`config.mk`:
```
export PLATFORM = sky130hd
export DESIGN_NAME = pc_sequencer_flat
export DESIGN_NICKNAME = d
export VERILOG_FILES = /design/src/rtl/pc_seq_pkg.sv /design/src/rtl/pc_sequencer_if.sv /design/src/rtl/pc_next_arb.sv /design/src/rtl/pc_sequencer.sv /design/src/flat_wrapper.sv
export SDC_FILE = /design/constraint.sdc
export NUM_CORES = 1
export LEC_CHECK = 0
export ABC_AREA = 1
export BUFFER_PORTS_ARGS = -buffer_cell sky130_fd_sc_hd__buf_4
export CAP_MARGIN = 20
export CORE_MARGIN = 4
export CORE_UTILIZATION = 48
export CTS_BUF_LIST = sky130_fd_sc_hd__clkbuf_8
export DETAILED_ROUTE_END_ITERATION = 16
export GPL_TIMING_DRIVEN = 1
export PLACE_DENSITY = 0.82
export SETUP_SLACK_MARGIN = 0.5
export SYNTH_ARGS = -nofsm -noshare
export SYNTH_HDL_FRONTEND = slang
export SYNTH_SLANG_ARGS = --single-unit
```
`constraint.sdc`:
```
create_clock -name CLK -period 1.8 [get_ports CLK]
set_input_delay 0.18 -clock CLK [delete_from_list [all_inputs] [get_ports CLK]]
set_output_delay 0.18 -clock CLK [all_outputs]
set_load 0.005 [all_outputs]
```
`src/rtl/pc_seq_pkg.sv`:
```
// Shared types and constants for the RAT program-counter sequencer:
// FSM state encoding, PC mux select codes and default vectors.
package pc_seq_pkg;

   typedef enum logic [1:0] {
      ST_FETCH = 2'd0,
      ST_EXEC  = 2'd1,
      ST_INTR  = 2'd2
   } state_t;

   localparam logic [1:0] PCSEL_IMMED = 2'd0;
   localparam logic [1:0] PCSEL_STACK = 2'd1;
   localparam logic [1:0] PCSEL_INTR  = 2'd2;

   localparam int         DEF_PC_W      = 10;
   localparam logic [9:0] DEF_RESET_VEC = 10'h000;
   localparam logic [9:0] DEF_INTR_VEC  = 10'h3FF;

endpackage

```
`src/rtl/pc_sequencer_if.sv`:
```
// Request/status bundle between the RAT core control and the PC sequencer.
// XFER_CNT exists only when PCSEQ_PERF_CNT_EN is defined.
interface pc_sequencer_if #(
   parameter int PC_W = 10
);
   import pc_seq_pkg::*;

   logic            STALL;
   logic            BR_REQ;
   logic [PC_W-1:0] BR_ADDR;
   logic            RET_REQ;
   logic            RETI_REQ;
   logic [PC_W-1:0] STACK_ADDR;
   logic            INT_REQ;
   logic            INT_EN_SET;
   logic            INT_EN_CLR;
   logic [PC_W-1:0] PC;
   logic [1:0]      PC_MUX_SEL;
   logic            PC_LD;
   logic            PC_INC;
   logic            PUSH_PC;
   logic [PC_W-1:0] PUSH_DATA;
   logic            INT_ACK;
   logic            INT_EN;
   logic            FSM_EXEC;
`ifdef PCSEQ_PERF_CNT_EN
   logic [15:0]     XFER_CNT;
`endif

   modport master (
      output STALL, BR_REQ, BR_ADDR, RET_REQ, RETI_REQ, STACK_ADDR,
             INT_REQ, INT_EN_SET, INT_EN_CLR,
      input  PC, PC_MUX_SEL, PC_LD, PC_INC, PUSH_PC, PUSH_DATA,
             INT_ACK, INT_EN, FSM_EXEC
`ifdef PCSEQ_PERF_CNT_EN
      , input XFER_CNT
`endif
   );

   modport slave (
      input  STALL, BR_REQ, BR_ADDR, RET_REQ, RETI_REQ, STACK_ADDR,
             INT_REQ, INT_EN_SET, INT_EN_CLR,
      output PC, PC_MUX_SEL, PC_LD, PC_INC, PUSH_PC, PUSH_DATA,
             INT_ACK, INT_EN, FSM_EXEC
`ifdef PCSEQ_PERF_CNT_EN
      , output XFER_CNT
`endif
   );

endinterface

```
`src/rtl/pc_next_arb.sv`:
```
// Combinational next-PC priority arbiter for one executing instruction:
// RETI/RET (stack) over branch/call (immediate) over sequential increment.
module pc_next_arb
   import pc_seq_pkg::*;
(
   input  logic       go,
   input  logic       reti_req,
   input  logic       ret_req,
   input  logic       br_req,
   output logic [1:0] sel,
   output logic       ld,
   output logic       inc
);

   always_comb begin
      sel = PCSEL_IMMED;
      ld  = 1'b0;
      inc = 1'b0;
      if (go) begin
         if (reti_req || ret_req) begin
            sel = PCSEL_STACK;
            ld  = 1'b1;
         end else if (br_req) begin
            ld  = 1'b1;
         end else begin
            inc = 1'b1;
         end
      end
   end

endmodule

```
`src/rtl/pc_sequencer.sv`:
```
// RAT program counter and FETCH/EXEC/INTR sequencer with interrupt enable.
// Optional transfer counter (XFER_CNT) under macro PCSEQ_PERF_CNT_EN.
module pc_sequencer
   import pc_seq_pkg::*;
#(
   parameter int              PC_W      = DEF_PC_W,
   parameter logic [PC_W-1:0] RESET_VEC = DEF_RESET_VEC,
   parameter logic [PC_W-1:0] INTR_VEC  = DEF_INTR_VEC
)(
   input  logic          CLK,
   input  logic          RST,
   pc_sequencer_if.slave bus
);

   state_t          state;
   logic [PC_W-1:0] pc_q;
   logic            ie_q;
   logic [PC_W-1:0] pc_nxt;

   logic            in_exec;
   logic            in_intr;
   logic            exec_go;
   logic [1:0]      arb_sel;
   logic            arb_ld;
   logic            arb_inc;
   logic [1:0]      mux_sel;
   logic            pc_ld;

   assign in_exec = (state == ST_EXEC);
   assign in_intr = (state == ST_INTR);
   assign exec_go = in_exec && !bus.STALL;

   pc_next_arb u_arb (
      .go       (exec_go),
      .reti_req (bus.RETI_REQ),
      .ret_req  (bus.RET_REQ),
      .br_req   (bus.BR_REQ),
      .sel      (arb_sel),
      .ld       (arb_ld),
      .inc      (arb_inc)
   );

   // The interrupt vector load is not stallable, so it bypasses the arbiter.
   assign mux_sel = in_intr ? PCSEL_INTR : arb_sel;
   assign pc_ld   = in_intr || arb_ld;

   always_comb begin
      pc_nxt = pc_q;
      if (arb_inc) begin
         pc_nxt = pc_q + PC_W'(1);
      end else if (pc_ld) begin
         case (mux_sel)
            PCSEL_IMMED: pc_nxt = bus.BR_ADDR;
            PCSEL_STACK: pc_nxt = bus.STACK_ADDR;
            default:     pc_nxt = INTR_VEC;
         endcase
      end
   end

   // Interrupt decision uses ie_q as held before this EXEC's enable update.
   always_ff @(posedge CLK or negedge RST) begin
      if (!RST) begin
         state <= ST_FETCH;
         pc_q  <= RESET_VEC;
         ie_q  <= 1'b0;
      end else begin
         case (state)
            ST_FETCH: begin
               if (!bus.STALL) state <= ST_EXEC;
            end
            ST_EXEC: begin
               if (!bus.STALL) begin
                  pc_q <= pc_nxt;
                  if (bus.RETI_REQ)        ie_q <= 1'b1;
                  else if (bus.INT_EN_CLR) ie_q <= 1'b0;
                  else if (bus.INT_EN_SET) ie_q <= 1'b1;
                  state <= (bus.INT_REQ && ie_q) ? ST_INTR : ST_FETCH;
               end
            end
            ST_INTR: begin
               pc_q  <= pc_nxt;
               ie_q  <= 1'b0;
               state <= ST_FETCH;
            end
            default: state <= ST_FETCH;
         endcase
      end
   end

   assign bus.PC         = pc_q;
   assign bus.PC_MUX_SEL = mux_sel;
   assign bus.PC_LD      = pc_ld;
   assign bus.PC_INC     = arb_inc;
   assign bus.PUSH_PC    = in_intr;
   assign bus.PUSH_DATA  = in_intr ? pc_q : '0;
   assign bus.INT_ACK    = in_intr;
   assign bus.INT_EN     = ie_q;
   assign bus.FSM_EXEC   = in_exec;

`ifdef PCSEQ_PERF_CNT_EN
   logic [15:0] xfer_q;

   always_ff @(posedge CLK or negedge RST) begin
      if (!RST) begin
         xfer_q <= 16'd0;
      end else if (pc_ld && (xfer_q != 16'hFFFF)) begin
         xfer_q <= xfer_q + 16'd1;
      end
   end

   assign bus.XFER_CNT = xfer_q;
`endif

endmodule

```
`src/flat_wrapper.sv`:
```
// flat-port wrapper written by rule: the top's interface ports become plain ports
module pc_sequencer_flat import pc_seq_pkg::*;
#(
   parameter int              PC_W      = DEF_PC_W,
   parameter logic [PC_W-1:0] RESET_VEC = DEF_RESET_VEC,
   parameter logic [PC_W-1:0] INTR_VEC  = DEF_INTR_VEC
)
  (CLK, RST, bus_STALL, bus_BR_REQ, bus_BR_ADDR, bus_RET_REQ, bus_RETI_REQ, bus_STACK_ADDR, bus_INT_REQ, bus_INT_EN_SET, bus_INT_EN_CLR, bus_PC, bus_PC_MUX_SEL, bus_PC_LD, bus_PC_INC, bus_PUSH_PC, bus_PUSH_DATA, bus_INT_ACK, bus_INT_EN, bus_FSM_EXEC);
  pc_sequencer_if #(.PC_W(PC_W)) bus_i ();
  input  logic CLK;
  input  logic RST;
  input wire logic [$bits(bus_i.STALL)-1:0] bus_STALL;
  input wire logic [$bits(bus_i.BR_REQ)-1:0] bus_BR_REQ;
  input wire logic [$bits(bus_i.BR_ADDR)-1:0] bus_BR_ADDR;
  input wire logic [$bits(bus_i.RET_REQ)-1:0] bus_RET_REQ;
  input wire logic [$bits(bus_i.RETI_REQ)-1:0] bus_RETI_REQ;
  input wire logic [$bits(bus_i.STACK_ADDR)-1:0] bus_STACK_ADDR;
  input wire logic [$bits(bus_i.INT_REQ)-1:0] bus_INT_REQ;
  input wire logic [$bits(bus_i.INT_EN_SET)-1:0] bus_INT_EN_SET;
  input wire logic [$bits(bus_i.INT_EN_CLR)-1:0] bus_INT_EN_CLR;
  output wire logic [$bits(bus_i.PC)-1:0] bus_PC;
  output wire logic [$bits(bus_i.PC_MUX_SEL)-1:0] bus_PC_MUX_SEL;
  output wire logic [$bits(bus_i.PC_LD)-1:0] bus_PC_LD;
  output wire logic [$bits(bus_i.PC_INC)-1:0] bus_PC_INC;
  output wire logic [$bits(bus_i.PUSH_PC)-1:0] bus_PUSH_PC;
  output wire logic [$bits(bus_i.PUSH_DATA)-1:0] bus_PUSH_DATA;
  output wire logic [$bits(bus_i.INT_ACK)-1:0] bus_INT_ACK;
  output wire logic [$bits(bus_i.INT_EN)-1:0] bus_INT_EN;
  output wire logic [$bits(bus_i.FSM_EXEC)-1:0] bus_FSM_EXEC;
  assign bus_i.STALL = bus_STALL;
  assign bus_i.BR_REQ = bus_BR_REQ;
  assign bus_i.BR_ADDR = bus_BR_ADDR;
  assign bus_i.RET_REQ = bus_RET_REQ;
  assign bus_i.RETI_REQ = bus_RETI_REQ;
  assign bus_i.STACK_ADDR = bus_STACK_ADDR;
  assign bus_i.INT_REQ = bus_INT_REQ;
  assign bus_i.INT_EN_SET = bus_INT_EN_SET;
  assign bus_i.INT_EN_CLR = bus_INT_EN_CLR;
  assign bus_PC = bus_i.PC;
  assign bus_PC_MUX_SEL = bus_i.PC_MUX_SEL;
  assign bus_PC_LD = bus_i.PC_LD;
  assign bus_PC_INC = bus_i.PC_INC;
  assign bus_PUSH_PC = bus_i.PUSH_PC;
  assign bus_PUSH_DATA = bus_i.PUSH_DATA;
  assign bus_INT_ACK = bus_i.INT_ACK;
  assign bus_INT_EN = bus_i.INT_EN;
  assign bus_FSM_EXEC = bus_i.FSM_EXEC;
  pc_sequencer #(.PC_W(PC_W), .RESET_VEC(RESET_VEC), .INTR_VEC(INTR_VEC)) u_core (.CLK(CLK), .RST(RST), .bus(bus_i));
endmodule
```
After elaboration in Yosys (flattened, before gate mapping) --
Cells that the tools add are included.
Cells by class: add/subtract/negate cells 1, equality and inequality tests 6, mux-type cells 24, reduce and logical (&&, ||, !) cells 11
Operator list (number):
- $mux 10 | 4
- $pmux 10 s2 | 2
- $mux 1 | 12
- $add 10x1->10 const B | 1
- $mux 2 | 4
- $eq 2x1->1 const B | 2
- $logic_not 2->1 | 2
- $ne 2x2->1 const B | 2
- $ne 4x4->1 const B | 1
- $pmux 2 s2 | 1
- $reduce_and 2->1 | 2
- $reduce_and 3->1 | 1
- $eq 2x2->1 const B | 1
- $logic_and 1x1->1 | 2
- $logic_or 1x1->1 | 2
- $pmux 1 s2 | 1
- $reduce_bool 2->1 | 1
- $logic_not 1->1 | 1
Word-level totals: bits in registers 13, input bits 29

Logic depth before layout (Yosys ltp) --
Gate-level depths: netlist of the first run.
word-level depth 10, depth in mapped cells 10

Cells and area by module --
A second synthesis of the first run with hierarchy kept.
Second synthesis, totals: cell total of the unflattened synthesis 200, area, all modules 1233.7 µm²
By module, submodules not included:
- pc_sequencer | instances 1, cells each 191, area each 1192.4 µm²
- pc_next_arb | instances 1, cells each 9, area each 41.3 µm²

Least setup slack after synthesis of the first run --
No wires, ideal clock.
kind register to register, start point register u_core.state[1], end point register u_core.pc_q[1] (netlist: u_core.bus.PC[1]), setup time 0.117 ns, arrival time 1.347 ns, data required time 1.683 ns, slack 0.336 ns, stages on the path, launching flop included 9, path buffers 0, clock period less this slack 1.464 ns, cell sequence dfrtp_1 inv_1 ha_1 nand2_2 nor2_4 inv_1 or2_0 nand3_1 nand2_1
Between the ends: cells in the longest elaborated chain, start to end 10
RTL lines:
- start, declared | RTL line pc_sequencer.sv:15 | state_t state;
- start signal, assigned | RTL line pc_sequencer.sv:77 | state <= (bus.INT_REQ && ie_q) ? ST_INTR : ST_FETCH;
- $eq 2x1->1 (*) | RTL line pc_sequencer.sv:29 | assign in_exec = (state == ST_EXEC);
- via bus_FSM_EXEC | RTL line flat_wrapper.sv:29 | output wire logic [$bits(bus_i.FSM_EXEC)-1:0] bus_FSM_EXEC;
- $logic_and 1x1->1 | RTL line pc_sequencer.sv:31 | assign exec_go = in_exec && !bus.STALL;
- $mux 1 | RTL line pc_next_arb.sv:19 | if (go) begin
- $mux 2 | RTL line pc_sequencer.sv:44 | assign mux_sel = in_intr ? PCSEL_INTR : arb_sel;
- $eq 2x1->1 or $logic_not 2->1 (tied branches) | RTL line pc_sequencer.sv:52 | case (mux_sel)
- $pmux 10 s2 | RTL line pc_sequencer.sv:52
- $mux 10 | RTL line pc_sequencer.sv:51 | end else if (pc_ld) begin
- $mux 10 | RTL line pc_sequencer.sv:49 | if (arb_inc) begin
- $mux 10 | RTL line pc_sequencer.sv:72 | if (!bus.STALL) begin
- $pmux 10 s2 | RTL line pc_sequencer.sv:67 | case (state)
- end signal, assigned | RTL line pc_sequencer.sv:73 | pc_q <= pc_nxt;
- end signal, assigned | RTL line pc_sequencer.sv:81 | pc_q <= pc_nxt;
- end, declared | RTL line pc_sequencer.sv:16 | logic [PC_W-1:0] pc_q;
Mark *: on every way through the listed nets, which the timed path passes. The rest lies on a longest branch. The select of a mux whose other input is x is not followed. A chain may end at the register's enable or synchronous reset.

Worst setup path after layout of the first run --
start point register u_core.state[1], end point register u_core.pc_q[7] (netlist: u_core.bus.PC[7])
Between the ends: cells in the longest elaborated chain, start to end 10
RTL lines (RTL line):
- $eq 2x1->1 | pc_sequencer.sv:29, pc_sequencer.sv:67
- $logic_and 1x1->1 | pc_sequencer.sv:31
- $mux 1 | pc_next_arb.sv:19
- $mux 2 | pc_sequencer.sv:44
- $eq 2x1->1 or $logic_not 2->1 (tied branches) | pc_sequencer.sv:52
- $pmux 10 s2 | pc_sequencer.sv:52
- $mux 10 | pc_sequencer.sv:51
- $mux 10 | pc_sequencer.sv:49
- $mux 10 | pc_sequencer.sv:72
- $pmux 10 s2 | pc_sequencer.sv:67
Several ways; a longest one is shown, not always the timed one. The select of a mux whose other input is x is not followed.

==> results of run 1 <==
-- worst max-delay path: stages, from the launching register on --
cell,delay (ns)
dfrtp_1,0.39
inv_2,0.09
ha_4,0.17
inv_4,0.05
nor2_4,0.13
nand2_4,0.08
nor2_4,0.13
buf_6,0.15
nand2_1,0.07
nand3_1,0.11
nand3_1,0.14
nand2_1,0.09
-- power groups by stage --
stage	Sequential (mW)	Clock (mW)	Combinational [mW]
floorplan	0.631	0	0.967
global placement	0.652	0	1.52
detailed placement	0.669	0	1.58
CTS	0.659	0.263	1.75
global route	0.702	0.279	2.49
finish	0.685	0.265	2.36
-- cell usage in the layout, fill, tap and decap left out, types with 2 or more instances in the layout --
cell type  netlist  routed
ha_1             5       2
dfrtp_1         13      11
nor2_4           4       6
nand2_2          5       7
nand3b_1         3       3
nand3_1         30      23
nand2_4          0       4
buf_4            2      69
dfrtp_2          0       2
or2_0            2       2
inv_2            4       6
clkbuf_8         0       3
nand2_1         65      59
inv_4            0       2
a21oi_1          6       2
ha_4             0       3
nor2_2           4       2
a21oi_2          1       4
nor2_1           7       7
o21ai_0          6       4
inv_1           27      23
nand3_2          1       8
buf_6            1       7
-- sequential cells by signal (all words and copies together), names as in the netlist --
register,count
u_core.bus.PC,10
u_core.bus.INT_EN,1
u_core.state,2
-- cells in the mapped netlist, types with 2 or more instances --
library cell | number | share of area (%)
or2_0 | 2 | 1.0
nor2_2 | 4 | 2.1
nor2_1 | 7 | 2.2
nand2_2 | 5 | 2.6
ha_1 | 5 | 5.2
inv_2 | 4 | 1.2
nand3_1 | 30 | 12
nand3b_1 | 3 | 1.9
nand2_1 | 65 | 20
buf_4 | 2 | 1.2
o21ai_0 | 6 | 2.5
inv_1 | 27 | 8.4
a21oi_1 | 6 | 2.5
nor2_4 | 4 | 3.7
dfrtp_1 | 13 | 27
-- path summary, 6_finish.rpt --
path | start | to | slack, ns | cells after the start
min | bus_INT_EN_CLR | u_core.bus.INT_EN | 0.23 | 4
min in group asynchronous | RST | u_core.bus.PC[3] | 0.33 | 2
min reg2reg | u_core.bus.INT_EN | u_core.bus.INT_EN | 0.57 | 2
max in group asynchronous | RST | u_core.bus.PC[1] | 1.28 | 2
max | u_core.state[1] | u_core.bus.PC[7] | 0.13 | 11
max reg2reg | u_core.state[1] | u_core.bus.PC[7] | 0.13 | 11
-- repair_timing --
item	4_1_cts	5_1_grt
pin swaps	4	18
buffers inserted	10	10
endpoints found under the hold margin	13	0
hold buffers	1	0
setup endpoints to repair	29	30
resized for setup	6	38
gates cloned	0	1
-- routing by layer --
metal  up-vias  GRT usage (%)
met5         -              0
met4         0           8.61
met3        47           5.35
met2       167           42.3
met1       807           24.3
li1        758              -
-- cell type report --
cell class | instances | area, um^2
Multi-Input combinational cell | 143 | 868
Timing Repair Buffer | 79 | 632
Sequential cell | 13 | 328
Fill cell | 112 | 264
Inverter | 31 | 125
Clock buffer | 3 | 41.3
Tap cell | 28 | 35.0
Clock inverter | 1 | 3.75
-- kinds of logic after synthesis --
kind of cell,count (synthesis),share of synthesized area [%]
buffers and inverters,36,12.6
adder cells (fa/ha/maj),5,5.21
AND/OR/NAND/NOR,123,48.1
XOR/XNOR,1,0.729
AO/OA/AOI/OAI,14,6.25
flip-flops,13,27.1
==> flow_summary_export.csv, run 1 <==
group,metric,value,unit
pwr,power,3.31,mW
outcome,status,"finished clean",
synthesis,async_reset_ff_share,100,%
timing,fmax,598,MHz
die,die_w,58.0,um
timing,drv_slew,0,
clocking,root_buffer,"clkbuf_8",
placement,place_ws,0.154,ns
placement,post_dp_cell_area,1650,um^2
pwr,p_sw_share,49.6,%
pwr,power_switching,1.64,mW
detailed_routing,vias_per_cell,5.97,
global_route,track_usage,22.6,%
detailed_routing,wirelength,5.72,mm
clocking,cts_tree,"done",
timing,finClkSkew,0.00341,ns
synthesis,ys_types,24,
pwr,p_int,1.67,mW
timing,hold_viol_final,0,
detailed_routing,drt_iter0_drc,137,
worst_setup_path,endpoint_kind,"flip-flop",
clocking,numCtsBuffers,3,
finish,synthToLayoutAreaGrowth,69.3,%
timing,fin_tns_setup,0,ns
die,boundaryPins,57,
pwr,leakage,1.13,nW
finish,fin_cells,298,
finish,nNetsFinal,305,
timing,fin_hold_ws,0.227,ns
die,dieArea,3370,um^2
worst_setup_path,worstPathArrival,1.86,ns
clocking,htree_levels,1,
placement,gp_congestion,0.850,
pwr,p_clk_share,8.0,%
detailed_routing,wl_met2,2.84,mm
synthesis,syn_area,1200,um^2
clocking,clk_latency,0.25,ns
timing,rsz0062_at_grt,"yes",
detailed_routing,detail_route.wirelength.met1,1.86,mm
timing,worstMarginPinSlew,0.408,ns
synthesis,seq_area_frac_synth,27.1,%
global_route,grt-ovfl-total,0,
synthesis,ys_seq_elements,13,
worst_setup_path,cp.required,1.99,ns
detailed_routing,wl_met3,600,um
detailed_routing,wire_per_inst,19.2,um
detailed_routing,drt_first_pass_iters,6,
timing,finalCriticalPeriod,1.67,ns
die,dieHeight,58.0,um
worst_setup_path,start_kind,"flip-flop",
worst_setup_path,crit_type,"flip-flop to flip-flop",
finish,fin_area,2030,um^2
global_route,grt_max_degree,14,
finish,num_antenna_cells,0,
detailed_routing,ant_nets,0,
placement,hpwlAfterDp,2.76,mm
die,start_util,52.3,%
pwr,pwr-share-comb,71.3,%
placement,dp.cells,272,
clocking,cts_sinks,13,
synthesis,synthFlopType,"dfrtp_1",
synthesis,ys_warn_count,0,
pwr,seqPwrFrac,20.7,%
timing,setup_ws,0.127,ns
synthesis,synth_cells,192,
placement,io_buffers,56,
finish,drive_gt1_share,47.4,%
global_route,antenna_found_initial,0,
worst_setup_path,cp_max_fo,7,
flow_run,cap_violations,0,
synthesis,avgSynthCellArea,6.26,um^2
clocking,max-clock-path-buffers,2,
timing,fin_crit_sh,93.0,%
detailed_routing,drc,0,
pwr,power.density,1630,nW/um^2
timing,max_slew_margin,72.5,%
clocking,clk_pin_slew_worst_paths,0.06,ns
min_path,hp-class,"input port to flip-flop",
die,rows,17,
pwr,ir_worst_vdd,1.38,mV
synthesis,synthesis.nets,226,
global_route,grt_pass1_wl,5.98,mm
synthesis,synth_edf_count,0,
finish,final_util,88.5,%
global_route,grt_pass1_vias,1442,
timing,setup_violations,0,
die,core_region_area,2300,um^2
detailed_routing,routed.top_layer,"met4",
detailed_routing,via_count,1779,
Note: power is estimated with default switching activity, not from simulation.
==> run 2, diff against run 1 <==
--- a/config.mk
+++ b/config.mk
@@ -5,11 +5,10 @@
 export SDC_FILE = /design/constraint.sdc
 export NUM_CORES = 1
 export LEC_CHECK = 0
-export ABC_AREA = 1
 export BUFFER_PORTS_ARGS = -buffer_cell sky130_fd_sc_hd__buf_4
 export CAP_MARGIN = 20
 export CORE_MARGIN = 4
-export CORE_UTILIZATION = 48
+export CORE_UTILIZATION = 47
 export CTS_BUF_LIST = sky130_fd_sc_hd__clkbuf_8
 export DETAILED_ROUTE_END_ITERATION = 16
 export GPL_TIMING_DRIVEN = 1
==> constraint.sdc (replaced) <==
create_clock -name CLK -period 1.9 [get_ports CLK]
set_input_delay 0.19 -clock CLK [delete_from_list [all_inputs] [get_ports CLK]]
set_output_delay 0.19 -clock CLK [all_outputs]
set_load 0.005 [all_outputs]
==> run 2 against run 1 <==
Compared with the run above: flip-flop and latch count unchanged; non-clock buffer count increased by 5; final cell count decreased by 18%; die area decreased by 4.9%; global-route usage increased by 11 points; sequential share of layout area decreased by 0.10 points; hold slack got worse by 0.024 ns; largest cell class unchanged; largest power group unchanged.
==> flow_summary_export.csv, run 2 <==
group,metric,value,unit
synthesis,seq_area_frac_synth,29.3,%
detailed_routing,drt_iter0_drc,127,
finish,final_util,90.9,%
synthesis,yosysTopAreaCellShare,29.3,%
synthesis,synth_edf_count,0,
detailed_routing,drt_first_pass_iters,5,
global_route,grt_max_degree,14,
detailed_routing,wire_per_inst,22.6,um
global_route,grt_pass1_wl,8.21,mm
global_route,grt_pass1_vias,1542,
finish,largest_register_ffs,10,
detailed_routing,drc,0,
worst_setup_path,crit_type,"flip-flop to output pin",
timing,setup_violations,0,
worst_setup_path,start_kind,"flip-flop",
synthesis,ys_warn_count,0,
min_path,hp-class,"input port to flip-flop",
synthesis,synth_area_leader_cell,"dfrtp_1",
clocking,clk_latency,0.26,ns
placement,io_buffers,56,
clocking,clk_pin_slew_worst_paths,0.07,ns
finish,num_antenna_cells,0,
finish,drive_gt1_share,57.1,%
clocking,cts_tree,"done",
synthesis,async_reset_ff_share,100,%
pwr,power.density,1330,nW/um^2
clocking,numCtsBuffers,3,
timing,rsz0062_at_grt,"yes",
detailed_routing,ant_nets,0,
finish,nNetsFinal,252,
finish,final_cell_mix,"buf_4, dfrtp_1, nand3_1",
worst_setup_path,endpoint_kind,"output pin",
synthesis,synthFlopType,"dfrtp_1",
synthesis,ys_seq_elements,13,
finish,synthToLayoutAreaGrowth,83.0,%
timing,finClkSkew,0.00744,ns
pwr,power,2.70,mW
worst_setup_path,cp_max_fo,5,
synthesis,yosys-top-cells-area,"dfrtp_1, ha_1, and2_1",
clocking,htree_levels,1,
die,dieHeight,56.6,um
worst_setup_path,cp.required,1.71,ns
flow_run,cap_violations,0,
synthesis,synth.most_common_cell,"dfrtp_1",
timing,fmax,560,MHz
synthesis,syn_area,1110,um^2
worst_setup_path,worstPathArrival,1.60,ns
die,die_w,56.6,um
placement,gp_congestion,0.891,
timing,hold_viol_final,0,
die,dieArea,3200,um^2
global_route,antenna_found_initial,0,
timing,max_slew_margin,72.2,%
timing,drv_slew,0,
synthesis,synthesis.nets,171,
detailed_routing,vias_per_cell,6.53,
die,rows,17,
synthesis,synthTopCellsByCount,"dfrtp_1, nor2_1, o21ai_0",
clocking,root_buffer,"clkbuf_8",
global_route,grt-ovfl-total,0,
detailed_routing,wirelength,5.53,mm
timing,fin_tns_setup,0,ns
die,boundaryPins,57,
die,start_util,49.7,%
outcome,status,"finished clean",
die,core_region_area,2230,um^2
pwr,ir_worst_vdd,1.03,mV
finish,final_common_cell,"buf_4",
timing,finalCriticalPeriod,1.79,ns
clocking,cts_sinks,13,
synthesis,synth_cells,137,
synthesis,avgSynthCellArea,8.10,um^2
clocking,max-clock-path-buffers,2,
timing,fin_crit_sh,94.0,%
detailed_routing,via_count,1601,
placement,hpwlAfterDp,2.80,mm
synthesis,ys_types,42,
timing,fin_hold_ws,0.203,ns
global_route,track_usage,33.5,%
pwr,leakage,0.935,nW
timing,worstMarginPinSlew,0.415,ns
## run 2: changes by cell type in the layout (fill, tap and decap cells not counted), moves of 4 or more
cell / change
o21ai_0: +5
inv_1: -19
nand3_2: -8
nand2_1: -56
inv_2: -4
a21oi_1: +6
and2_1: +8
nand3_1: -13
nand2_2: -5
nor2_4: -6
## run 2: power by group
part	total [mW]	switching, mW	internal (mW)
registers	0.580	0.186	0.394
clock network	0.265	0.121	0.144
logic	1.85	0.856	0.998
total	2.70	1.16	1.54
## run 2: final timing paths
| path | startpoint | end | cells past startpoint | slack, ns |
|---|---|---|---|---|
| max reg2reg | u_core.state[1] | u_core.bus.PC[5] | 8 | 0.13 |
| min | bus_STALL | u_core.state[0] | 2 | 0.20 |
| min in group asynchronous | RST | u_core.bus.INT_EN | 2 | 0.32 |
| max in group asynchronous | RST | u_core.bus.PC[8] | 2 | 1.40 |
| max | u_core.state[1] | bus_PC_INC | 8 | 0.11 |
| min reg2reg | u_core.bus.INT_EN | u_core.bus.INT_EN | 1 | 0.59 |
## run 2: cells by family after synthesis
kind of cell / count (synthesis) / share of synthesized area (%)
muxes: 3 / 2.93
AOI/OAI and AO/OA: 41 / 25.1
adders and majority gates: 5 / 5.64
buffers and inverters: 16 / 7.33
and+or+nand+nor: 59 / 29.7
DFF: 13 / 29.3
## run 2: metal layers
| layer | vias up | wire, um | global-route usage (%) |
|---|---|---|---|
| li1 | 669 | - | - |
| met1 | 729 | 2000 | 41.7 |
| met2 | 164 | 2540 | 51.2 |
| met3 | 39 | 661 | 9.43 |
| met4 | 0 | 330 | 19.3 |
| met5 | - | 0 | 0 |
## run 2: through the flow
stage                     instances  area, um^2  worst slack [ns]
after floorplan                 137        1170             0.155
after detailed placement        221        1620           -0.0307
final                           245        2030             0.113
after CTS                       243        1960             0.177
after global placement          221        1620             0.126
after global routing            245        2030            0.0583
## run 2: what timing repair did
action | CTS | global route
buffers inserted | 15 | 2
resized for setup | 22 | 16
endpoints found under the hold margin | 13 | 0
setup endpoints to repair | 27 | 29
gates cloned | 2 | 0
hold buffers | 1 | 0
pin swaps | 12 | 5
## run 2: area by class of cell
| cell class | instances | area [um^2] |
|---|---|---|
| multi-input combinational | 109 | 875 |
| timing repair buffer | 84 | 714 |
| sequential | 13 | 325 |
| fill | 90 | 203 |
| clock buffer | 3 | 41.3 |
| inverter | 7 | 36.3 |
| tap | 28 | 35.0 |
| clock inverter | 1 | 3.75 |
## run 2: worst max-delay path: stages (launching register included)
cell	delay [ns]
dfrtp_1	0.40
inv_2	0.09
ha_4	0.16
nor2b_4	0.22
buf_12	0.13
buf_12	0.11
nand2_8	0.07
inv_8	0.07
buf_6	0.08
